`config.mk`:
```
export PLATFORM = sky130hd
export DESIGN_NAME = seq_mini_alu_flat
export DESIGN_NICKNAME = d
export VERILOG_FILES = /design/src/rtl/seq_mini_alu_if.sv /design/src/rtl/seq_mini_alu.sv /design/src/flat_wrapper.sv
export SDC_FILE = /design/constraint.sdc
export NUM_CORES = 1
export LEC_CHECK = 0
export ABC_AREA = 1
export CAP_MARGIN = 25
export CORE_MARGIN = 5
export CORE_UTILIZATION = 25
export CTS_BUF_LIST = sky130_fd_sc_hd__clkbuf_4 sky130_fd_sc_hd__clkbuf_8
export DETAILED_ROUTE_END_ITERATION = 8
export GPL_TIMING_DRIVEN = 0
export PLACE_DENSITY = 0.52
export SETUP_SLACK_MARGIN = 0.15
export SLEW_MARGIN = 20
export SYNTH_ARGS = -nofsm -noshare
export SYNTH_HDL_FRONTEND = slang
export SYNTH_SLANG_ARGS = --single-unit
```
`constraint.sdc`:
```
create_clock -name clk -period 2.7 [get_ports clk]
set_clock_uncertainty 0.2 [all_clocks]
set_input_delay 0.27 -clock clk [delete_from_list [all_inputs] [get_ports clk]]
set_output_delay 0.27 -clock clk [all_outputs]
set_load 0.01 [all_outputs]
```
`src/rtl/seq_mini_alu_if.sv`:
```
// Operation request and result bus for seq_mini_alu.
// The master drives requests; the ALU drives status and results back.
interface seq_mini_alu_if #(
   parameter int WIDTH        = 4,
   parameter int RESULT_WIDTH = 20
);
   logic                    start;
   logic [WIDTH-1:0]        op1;
   logic [WIDTH-1:0]        op2;
   logic [2:0]              opcode;
   logic                    busy;
   logic                    done;
   logic [RESULT_WIDTH-1:0] result;
   logic                    negative;
   logic                    error;

   modport master (
      output start, op1, op2, opcode,
      input  busy, done, result, negative, error
   );

   modport slave (
      input  start, op1, op2, opcode,
      output busy, done, result, negative, error
   );
endinterface

```
`src/rtl/seq_mini_alu.sv`:
```
// Multi-cycle mini ALU: add, sub, bit-serial shifts and shift-add multiply.
// One operation per accepted start; a one-cycle done pulse marks the held result.
//
// state | meaning
// IDLE  | waiting for start
// EXEC  | operation running; cnt counts down the remaining steps
// DONE  | done pulse cycle; start here launches the next operation
module seq_mini_alu #(
   parameter int WIDTH        = 4,
   parameter int RESULT_WIDTH = 20
) (
   input logic          clk,
   input logic          rst,
   seq_mini_alu_if.slave bus
);

   generate
      if (WIDTH < 2 || RESULT_WIDTH < 2 * WIDTH) begin : g_param_check
         $error("seq_mini_alu: need WIDTH >= 2 and RESULT_WIDTH >= 2*WIDTH");
      end
   endgenerate

   typedef enum logic [1:0] {IDLE, EXEC, DONE} state_t;

   localparam logic [2:0]       OP_ADD   = 3'b000;
   localparam logic [2:0]       OP_SUB   = 3'b001;
   localparam logic [2:0]       OP_SHL   = 3'b010;
   localparam logic [2:0]       OP_SHR   = 3'b011;
   localparam logic [2:0]       OP_MUL   = 3'b100;
   localparam logic [WIDTH-1:0] MUL_LAST = WIDTH'(WIDTH - 1);

   state_t                  state;
   logic [2:0]              opc;
   logic [RESULT_WIDTH-1:0] acc;
   logic [RESULT_WIDTH-1:0] mcand;
   logic [WIDTH-1:0]        mplier;
   logic [WIDTH-1:0]        cnt;

   logic [RESULT_WIDTH-1:0] op2_ext;
   logic [RESULT_WIDTH-1:0] step;
   logic                    neg_now;
   logic                    err_now;

   assign op2_ext = RESULT_WIDTH'(mplier);

   // mcand/mplier double as the latched op1/op2 for add and sub, which finish
   // before either register is ever shifted.
   always_comb begin
      step    = acc;
      neg_now = 1'b0;
      err_now = 1'b0;
      case (opc)
         OP_ADD: step = mcand + op2_ext;
         OP_SUB: begin
            step    = mcand - op2_ext;
            neg_now = (mcand < op2_ext);
         end
         OP_SHL: if (mplier != '0) step = acc << 1;
         OP_SHR: if (mplier != '0) step = acc >> 1;
         OP_MUL: step = mplier[0] ? (acc + mcand) : acc;
         default: begin
            step    = '0;
            err_now = 1'b1;
         end
      endcase
   end

   always_ff @(posedge clk) begin
      if (rst) begin
         state        <= IDLE;
         opc          <= '0;
         acc          <= '0;
         mcand        <= '0;
         mplier       <= '0;
         cnt          <= '0;
         bus.busy     <= 1'b0;
         bus.done     <= 1'b0;
         bus.result   <= '0;
         bus.negative <= 1'b0;
         bus.error    <= 1'b0;
      end else begin
         case (state)
            EXEC: begin
               if (cnt == '0) begin
                  bus.result   <= step;
                  bus.negative <= neg_now;
                  bus.error    <= err_now;
                  bus.busy     <= 1'b0;
                  bus.done     <= 1'b1;
                  state        <= DONE;
               end else begin
                  cnt <= cnt - 1'b1;
                  acc <= step;
                  if (opc == OP_MUL) begin
                     mcand  <= mcand << 1;
                     mplier <= mplier >> 1;
                  end
               end
            end
            default: begin
               bus.done <= 1'b0;
               if (bus.start) begin
                  opc    <= bus.opcode;
                  mcand  <= RESULT_WIDTH'(bus.op1);
                  mplier <= bus.op2;
                  acc    <= (bus.opcode == OP_MUL) ? '0 : RESULT_WIDTH'(bus.op1);
                  case (bus.opcode)
                     OP_SHL, OP_SHR: cnt <= (bus.op2 == '0) ? '0 : bus.op2 - 1'b1;
                     OP_MUL:         cnt <= MUL_LAST;
                     default:        cnt <= '0;
                  endcase
                  bus.busy <= 1'b1;
                  state    <= EXEC;
               end else begin
                  bus.busy <= 1'b0;
                  state    <= IDLE;
               end
            end
         endcase
      end
   end

endmodule

```
`src/flat_wrapper.sv`:
```
// flat-port wrapper written by rule: the top's interface ports become plain ports
module seq_mini_alu_flat 
#(
   parameter int WIDTH        = 4,
   parameter int RESULT_WIDTH = 20
)
  (clk, rst, bus_start, bus_op1, bus_op2, bus_opcode, bus_busy, bus_done, bus_result, bus_negative, bus_error);
  seq_mini_alu_if #(.WIDTH(WIDTH), .RESULT_WIDTH(RESULT_WIDTH)) bus_i ();
  input logic clk;
  input logic rst;
  input wire logic [$bits(bus_i.start)-1:0] bus_start;
  input wire logic [$bits(bus_i.op1)-1:0] bus_op1;
  input wire logic [$bits(bus_i.op2)-1:0] bus_op2;
  input wire logic [$bits(bus_i.opcode)-1:0] bus_opcode;
  output wire logic [$bits(bus_i.busy)-1:0] bus_busy;
  output wire logic [$bits(bus_i.done)-1:0] bus_done;
  output wire logic [$bits(bus_i.result)-1:0] bus_result;
  output wire logic [$bits(bus_i.negative)-1:0] bus_negative;
  output wire logic [$bits(bus_i.error)-1:0] bus_error;
  assign bus_i.start = bus_start;
  assign bus_i.op1 = bus_op1;
  assign bus_i.op2 = bus_op2;
  assign bus_i.opcode = bus_opcode;
  assign bus_busy = bus_i.busy;
  assign bus_done = bus_i.done;
  assign bus_result = bus_i.result;
  assign bus_negative = bus_i.negative;
  assign bus_error = bus_i.error;
  seq_mini_alu #(.WIDTH(WIDTH), .RESULT_WIDTH(RESULT_WIDTH)) u_core (.clk(clk), .rst(rst), .bus(bus_i));
endmodule
```
==> metrics, run 1 <==
Residual DRC 0; Reg2Reg Depth 16; vias in the first global route ~7000; worst setup path startpoint u_core.mcand[0]; total power ~4200 µW; Final GP Congestion between 0.9 and 1; hold_buf cts 0; wire length per cell approximately 17 µm; Final Max Slew Viols 0; worst-path maximum fanout 6; I/O Buffers 37; critical path type register to register; Post-Syn Area ~6600 µm²; 1st-pass router iterations 8; CP peak stage delay 0.39 ns; Reg clk slew, reported paths approximately 0.090 ns; synthesized area per cell slightly above 6 µm²; post-synth net total 1133; EDFF count, synth 0; WL final ~25 mm; Setup Viol. Count Final 0; Pwr Density 524 nW/µm²; initial antenna violation count 0; vias post-DR between 7000 and 8000; Internal Pwr Total approximately 2400 µW; Worst-Skew Late Latency between 0.3 and 0.4 ns; Nets around 1200; vias per cell between 4 and 5; slew at the pin with the worst max-slew slack 0.970 ns; core area around 26000 µm²; clock root buffer clkbuf_8; initial cell density of the core 25.3%; CP Launch Type register; Period Utilization, post-route 93.0%; Worst setup endpoint u_core.acc[16]; Longest Clk Path Bufs 2; level count of the clock H-tree 3; CP arrival 2.62 ns; initial drt markers around 700; Comb pwr share 44.4%; Main synth FF type dfxtp_1; worst reg2reg startpoint u_core.mcand[0]; Die Y-Extent 172 µm; Setup crit end kind register; switching pwr 1810 µW; Sw Share 43.4%; static leakage about 0.0035 µW; # Max-Cap Violations 0; CTS tree built; Seq pwr share between 30% and 40%; FP Rows just under 60; Worst VDD drop between 0.0003 and 0.0004 V; area growth from synthesis to layout 20.9%; dpl hpwl about 20 mm; Synth cell types 50; status finished, final reports clean; Crit path required time 2.81 ns; fin util 30.6%; Max Clock Freq 398 MHz; Synth Instances 1087; layout cells sized above 1 ~17%; Hold Vio Cnt, Final 0; fin crit period between 2 and 3 ns; Routed Antenna Nets 0; fraction of registers with async set/reset 0%; Die Wd about 170 µm; grt total ovfl 0; I/O Pins 38; first-pass GRT wire length 38.6 mm; crit-path cells inv_2, ha_4, inv_4, fa_2, nand2_2, nand2_2, a21oi_4, buf_12, nand3b_1, nand2_1, nand2_1, o21ai_2, nor2_1, nand2_1, nand2_2, a21oi_2; power share of the clock group between 20% and 30%; Seq cells post-synth 76; Yosys warning count 0; Rel. slew slack a little over a third; Reg2Reg Setup Slack 0.19 ns; CP max stage cell fa_2; die area between 20000 and 30000 µm²; CTS Buf Count 9; largest net degree at the start of global routing 14; RSZ-0062 raised after global routing yes; worst r2r dst u_core.acc[16]; Tot GR Track Use 16.8%; Hold WC Path Type register to register; CTS Sinks 76; Antenna Cells 0; post-synthesis sequential area ratio a little under a quarter
-- metrics by stage --
stage / hold slack (ns) / TNS, ns / std cells / setup WS (ns) / area, µm²
floorplan: 0.231 / 0 / 1087 / 0.438 / 6580
CTS: 0.278 / 0 / 1481 / 0.129 / 7660
global placement: 0.266 / -0.246 / 1459 / -0.0838 / 7370
detailed placement: 0.263 / -0.300 / 1459 / -0.0765 / 7370
finish: 0.275 / 0 / 1487 / 0.188 / 7950
global route: 0.301 / 0 / 1487 / 0.0548 / 7950
-- cell type report --
type	count	area, µm²
fill	2934	18000
multi-input combinational	830	4500
sequential	76	1560
inverter	133	504
timing repair buffer	49	474
tap	335	419
buffer	48	287
clock buffer	11	151
clock inverter	5	60.1
-- state kept, by name, indices dropped and copies added (netlist names) --
register	flops
u_core.bus.result	20
u_core.state	2
u_core.bus.negative	1
u_core.acc	20
u_core.opc	3
u_core.mcand	20
u_core.bus.done	1
u_core.mplier	4
u_core.cnt	4
u_core.bus.error	1
-- metal layers --
layer / global-route usage (%) / wire length (µm) / part of all wire (%)
met4: 6.43 / 854 / 3.4
met1: 22.5 / 11200 / 45
met5: 0 / 0 / 0
met2: 27.2 / 11600 / 46
met3: 2.70 / 1370 / 5.5
-- worst max-delay path: cells and delay by family (launching register included) --
| family | cells | cell delay (ns) |
|---|---|---|
| adders and majority gates | 2 | 0.52 |
| AOI/OAI and AO/OA | 3 | 0.40 |
| DFF | 1 | 0.37 |
| and+or+nand+nor | 8 | 0.72 |
| buffers and inverters | 3 | 0.23 |
-- how the worst min path moves through the flow --
stage                    startpoint                   end  depth (start not counted)
2_1_floorplan            bus_op2[0]      u_core.mplier[0]                          2
3_3_place_gp   u_core.bus.result[5]  u_core.bus.result[5]                          2
3_5_place_dp   u_core.bus.result[2]  u_core.bus.result[2]                          2
4_1_cts        u_core.bus.result[5]  u_core.bus.result[5]                          2
5_1_grt                  bus_op1[0]       u_core.mcand[0]                          3
6_report       u_core.bus.result[2]  u_core.bus.result[2]                          2
-- power groups by stage --
stage / registers [µW] / clock network (µW) / logic [µW]
detailed placement: 1350 / 0 / 1630
finish: 1330 / 984 / 1850
CTS: 1320 / 999 / 1710
floorplan: 1320 / 0 / 1110
global route: 1340 / 1040 / 2030
global placement: 1350 / 0 / 1640
-- logic make-up (layout without fill, tap and decap cells) --
kind of cell / Yosys count / after routing / share of synthesized area, %
compound gates: 218 / 218 / 19.6
xor+xnor: 9 / 9 / 1.20
fa+ha+maj: 32 / 32 / 6.43
buf+inv: 181 / 246 / 11.9
flops: 76 / 76 / 23.1
simple gates: 571 / 571 / 37.7
-- synthesized netlist by cell type, types with 2 or more instances --
cell type / number / area, µm²
a211oi_1: 3 / 22.5
a21oi_1: 77 / 385
a21oi_2: 8 / 70.1
a22o_2: 4 / 40.0
a22oi_1: 6 / 45.0
a31oi_1: 8 / 50.1
and2_1: 4 / 25.0
buf_1: 4 / 15.0
buf_2: 14 / 70.1
buf_4: 6 / 45.0
buf_6: 8 / 90.1
clkbuf_1: 16 / 60.1
clkinv_1: 2 / 7.51
dfxtp_1: 76 / 1520
fa_1: 3 / 60.1
ha_1: 29 / 363
inv_1: 112 / 420
inv_2: 18 / 67.6
nand2_1: 282 / 1060
nand2_2: 4 / 25.0
nand3_1: 104 / 521
nand3_2: 2 / 20.0
nand4_1: 22 / 138
nor2_1: 122 / 458
nor2_2: 9 / 56.3
nor2_4: 3 / 33.8
nor3_1: 8 / 40.0
nor3_2: 3 / 30.0
nor3_4: 2 / 32.5
o211ai_1: 5 / 37.5
o21ai_0: 47 / 235
o21ai_1: 26 / 130
o21ai_2: 3 / 26.3
o21bai_1: 3 / 22.5
o22ai_1: 12 / 75.1
o32ai_1: 8 / 70.1
or2_2: 4 / 25.0
xnor2_1: 2 / 17.5
xor2_1: 7 / 61.3
-- cells in the final DEF, fill, tap and decap left out, types with 15 or more instances in the layout --
cell / Yosys / final
nand2_1: 282 / 272
dfxtp_1: 76 / 54
ha_1: 29 / 20
inv_1: 112 / 109
clkbuf_1: 16 / 16
clkdlybuf4s50_1: 0 / 37
dfxtp_2: 0 / 18
inv_2: 18 / 20
nor2_1: 122 / 115
a21oi_1: 77 / 74
buf_4: 6 / 15
o21ai_0: 47 / 42
nand4_1: 22 / 22
o21ai_1: 26 / 30
nand3_1: 104 / 92
-- timing repair --
| action | CTS | global route |
|---|---|---|
| cloned | 0 | 1 |
| buffers inserted | 6 | 5 |
| setup endpoints to repair | 26 | 35 |
| pin swaps | 4 | 22 |
| resized for setup | 17 | 76 |
Power figures use the tool's default switching activity.
==> run 2: changes to the inputs <==
--- a/config.mk
+++ b/config.mk
@@ -6,7 +6,6 @@
 export NUM_CORES = 1
 export LEC_CHECK = 0
 export ABC_AREA = 1
-export CAP_MARGIN = 25
 export CORE_MARGIN = 5
 export CORE_UTILIZATION = 25
 export CTS_BUF_LIST = sky130_fd_sc_hd__clkbuf_4 sky130_fd_sc_hd__clkbuf_8
==> results of run 2 <==
Same layout as run 1: the final DEF is identical, and so are final timing and power.
==> run 3: changes to the inputs <==
--- a/config.mk
+++ b/config.mk
@@ -11,7 +11,7 @@
 export CTS_BUF_LIST = sky130_fd_sc_hd__clkbuf_4 sky130_fd_sc_hd__clkbuf_8
 export DETAILED_ROUTE_END_ITERATION = 8
 export GPL_TIMING_DRIVEN = 0
-export PLACE_DENSITY = 0.52
+export PLACE_DENSITY = 0.53
 export SETUP_SLACK_MARGIN = 0.15
 export SLEW_MARGIN = 20
 export SYNTH_ARGS = -nofsm -noshare
==> constraint.sdc (replaced) <==
create_clock -name clk -period 2.2 [get_ports clk]
set_clock_uncertainty 0.2 [all_clocks]
set_input_delay 0.22 -clock clk [delete_from_list [all_inputs] [get_ports clk]]
set_output_delay 0.22 -clock clk [all_outputs]
set_load 0.01 [all_outputs]
==> run 3 against run 2 <==
Against the previous run: the flow now finishes with violations (setup timing); critical path type unchanged; cell count increased by 2.2%; first-iteration DRC count up 19%; non-clock buffer count is 32 higher; register-to-register slack worse by 0.47 ns; power up 35%; largest cell class unchanged; sequential power is 24% higher; critical endpoint is now u_core.acc[14]; final area grew 12%; setup slack got worse by 0.47 ns.
==> metrics, run 3 (synthesized netlist as in run 1, its figures left out) <==
status finished, violations left (was finished, final reports clean); failing checks setup timing; Hold Path End u_core.mcand[2] (was u_core.bus.result[2]); worst-path maximum fanout 5 (was 6); CTS Buf Count 9 (unchanged); minimum hold slack 0.267 ns (was 0.275 ns); Routed Antenna Nets 0 (unchanged); Pwr Density 630 nW/µm² (was 524 nW/µm²); area growth from synthesis to layout 35.4% (was 20.9%); vias in the first global route 7176 (was 7043); CP peak stage delay 0.37 ns (was 0.39 ns); Nets 1225 (was 1193); Seq pwr share 29.3% (was 32.0%); hold wc startpoint bus_op1[2] (was u_core.bus.result[2]); initial drt markers 817 (was 686); crit-path cells inv_2, ha_4, inv_4, fa_2, nand2_2, nand2_2, a21oi_4, buf_12, buf_6, nand2_2, nor2_2, o21ai_1, nor2_1, nor2_1, nand2_1, nand2_1, a21oi_1 (was inv_2, ha_4, inv_4, fa_2, nand2_2, nand2_2, a21oi_4, buf_12, nand3b_1, nand2_1, nand2_1, o21ai_2, nor2_1, nand2_1, nand2_2, a21oi_2); initial cell density of the core 25.3% (unchanged); Reg2Reg Setup Slack -0.29 ns (was 0.19 ns); Tot GR Track Use 17.5% (was 16.8%); Crit path required time 2.30 ns (was 2.81 ns); Top Registers u_core.acc: 20 flops, u_core.bus.result: 20 flops, u_core.mcand: 20 flops (unchanged); Hold Path Stages 3 (was 2); worst r2r dst u_core.acc[14] (was u_core.acc[16]); Final GP Congestion 0.956 (was 0.945); dpl hpwl 20.2 mm (was 19.9 mm); CP arrival 2.59 ns (was 2.62 ns); die area 29700 µm² (unchanged); slew at the pin with the worst max-slew slack 0.865 ns (was 0.970 ns); Rel. slew slack 42.3% (was 35.0%); # Max-Cap Violations 0 (unchanged); most frequent cells in the layout nand2_1 (248), nor2_1 (103), inv_1 (101) (was nand2_1 (272), nor2_1 (115), inv_1 (109)); setup TNS -4.15 ns (was 0 ns); Die Y-Extent 172 µm (unchanged); vias per cell 5.07 (was 4.99); RSZ-0062 raised after global routing yes (unchanged); worst reg2reg startpoint u_core.mcand[0] (unchanged); 1st-pass router iterations 5 (was 8); clock root buffer clkbuf_8 (unchanged); switching pwr 2380 µW (was 1810 µW); Reg2Reg Depth 17 (was 16); FP Rows 59 (unchanged); Reg clk slew, reported paths 0.09 ns (about the same); Period Utilization, post-route 113% (was 93.0%); I/O Pins 38 (unchanged); CTS Sinks 76 (unchanged); Final Max Slew Viols 0 (unchanged); critical path type register to register (unchanged); wire length per cell 17.4 µm (was 16.8 µm); Sw Share 42.3% (was 43.4%); first-pass GRT wire length 40.4 mm (was 38.6 mm); most common cell after layout, fill and taps aside nand2_1 (unchanged); hold_buf cts 0 (unchanged); Setup WS post-layout -0.286 ns (was 0.188 ns); WL final 26.4 mm (was 25.0 mm); Internal Pwr Total 3240 µW (was 2360 µW); power share of the clock group 23.2% (was 23.6%); Max Clock Freq 402 MHz (was 398 MHz); Setup crit end kind register (unchanged); crit-path most repeated cell nand2_2; CP Launch Type register (unchanged); Comb pwr share 47.4% (was 44.4%); vias post-DR 7695 (was 7422); Hold Vio Cnt, Final 0 (unchanged); Worst-Skew Late Latency 0.38 ns (was 0.39 ns); Longest Clk Path Bufs 2 (unchanged); initial antenna violation count 0 (unchanged); grt total ovfl 0 (unchanged); Die Wd 172 µm (unchanged); level count of the clock H-tree 3 (unchanged); Residual DRC 0 (unchanged); layout cells sized above 1 28.0% (was 16.6%); static leakage 0.00377 µW (was 0.00350 µW); CP max stage cell dfxtp_4 (was fa_2); Setup Viol. Count Final 33 (was 0); largest net degree at the start of global routing 14 (unchanged); Placement Setup Slack -0.481 ns (was -0.0765 ns); core area 26000 µm² (unchanged); I/O Buffers 37 (unchanged); Hold WC Path Type primary input to register (was register to register); Antenna Cells 0 (unchanged); Worst VDD drop 0.000304 V (was 0.000352 V); CTS tree built (unchanged); fin crit period 2.49 ns (was 2.51 ns)
## run 3: power by group through the flow
stage / Combinational (µW) / Clock, µW / Sequential (µW)
3_5_place_dp: 2030 / 0 / 1660
4_1_cts: 2420 / 1320 / 1640
2_1_floorplan: 1380 / 0 / 1630
6_report: 2660 / 1310 / 1650
5_1_grt: 2880 / 1390 / 1660
3_3_place_gp: 2020 / 0 / 1660
## run 3: worst max path at each step
stage | to | slack [ns] | from | cells past startpoint
floorplan | u_core.acc[10] | 0.02 | u_core.mcand[0] | 16
global placement | u_core.acc[9] | -0.50 | u_core.mcand[6] | 12
detailed placement | u_core.acc[9] | -0.48 | u_core.mcand[6] | 12
CTS | u_core.acc[8] | -0.23 | u_core.mcand[0] | 15
global route | u_core.bus.result[16] | -0.45 | u_core.mcand[0] | 15
finish | u_core.acc[14] | -0.29 | u_core.mcand[0] | 17
## run 3: area by class of cell
cell class	count	area, µm²
well taps	335	419
inverters	133	512
fillers	2915	17100
flip-flops and latches	76	1600
repair buffers	81	785
clock inverters	5	85.1
clock buffers	11	145
plain buffers	48	339
multi-input cells	830	5020
## run 3: through the flow
step / total power (µW) / cells / utilization (%) / instance area (µm²)
after floorplan: 3010 / 1087 / - / 6620
after global placement: 3680 / 1459 / 28.5 / 7410
after detailed placement: 3680 / 1459 / 28.5 / 7410
after CTS: 5390 / 1504 / 32.5 / 8440
after global routing: 5930 / 1519 / 34.3 / 8910
final: 5610 / 1519 / 34.3 / 8910
## run 3: what timing repair did
action / in CTS / in global routing
buffers inserted: 28 / 15
gates resized for setup: 141 / 104
pin swaps: 36 / 60
gates cloned: 1 / 0
endpoints found under the setup margin: 61 / 62
## run 3: worst max-delay path, delay by kind of cell, from the launching register on
family                   cells  cell delay, ns
buffers and inverters        4            0.32
AND/OR/NAND/NOR              8            0.70
AO/OA/AOI/OAI                3            0.36
flip-flops                   1            0.37
adder cells (fa/ha/maj)      2            0.47
## run 3: per-layer routing
metal | vias to the layer above | track usage, % | part of all wire [%]
met2 | 275 | 28.8 | 47
met1 | 3579 | 23.1 | 43
li1 | 3794 | - | -
met3 | 47 | 2.70 | 6.2
met5 | - | 0 | 0
met4 | 0 | 6.84 | 3.6
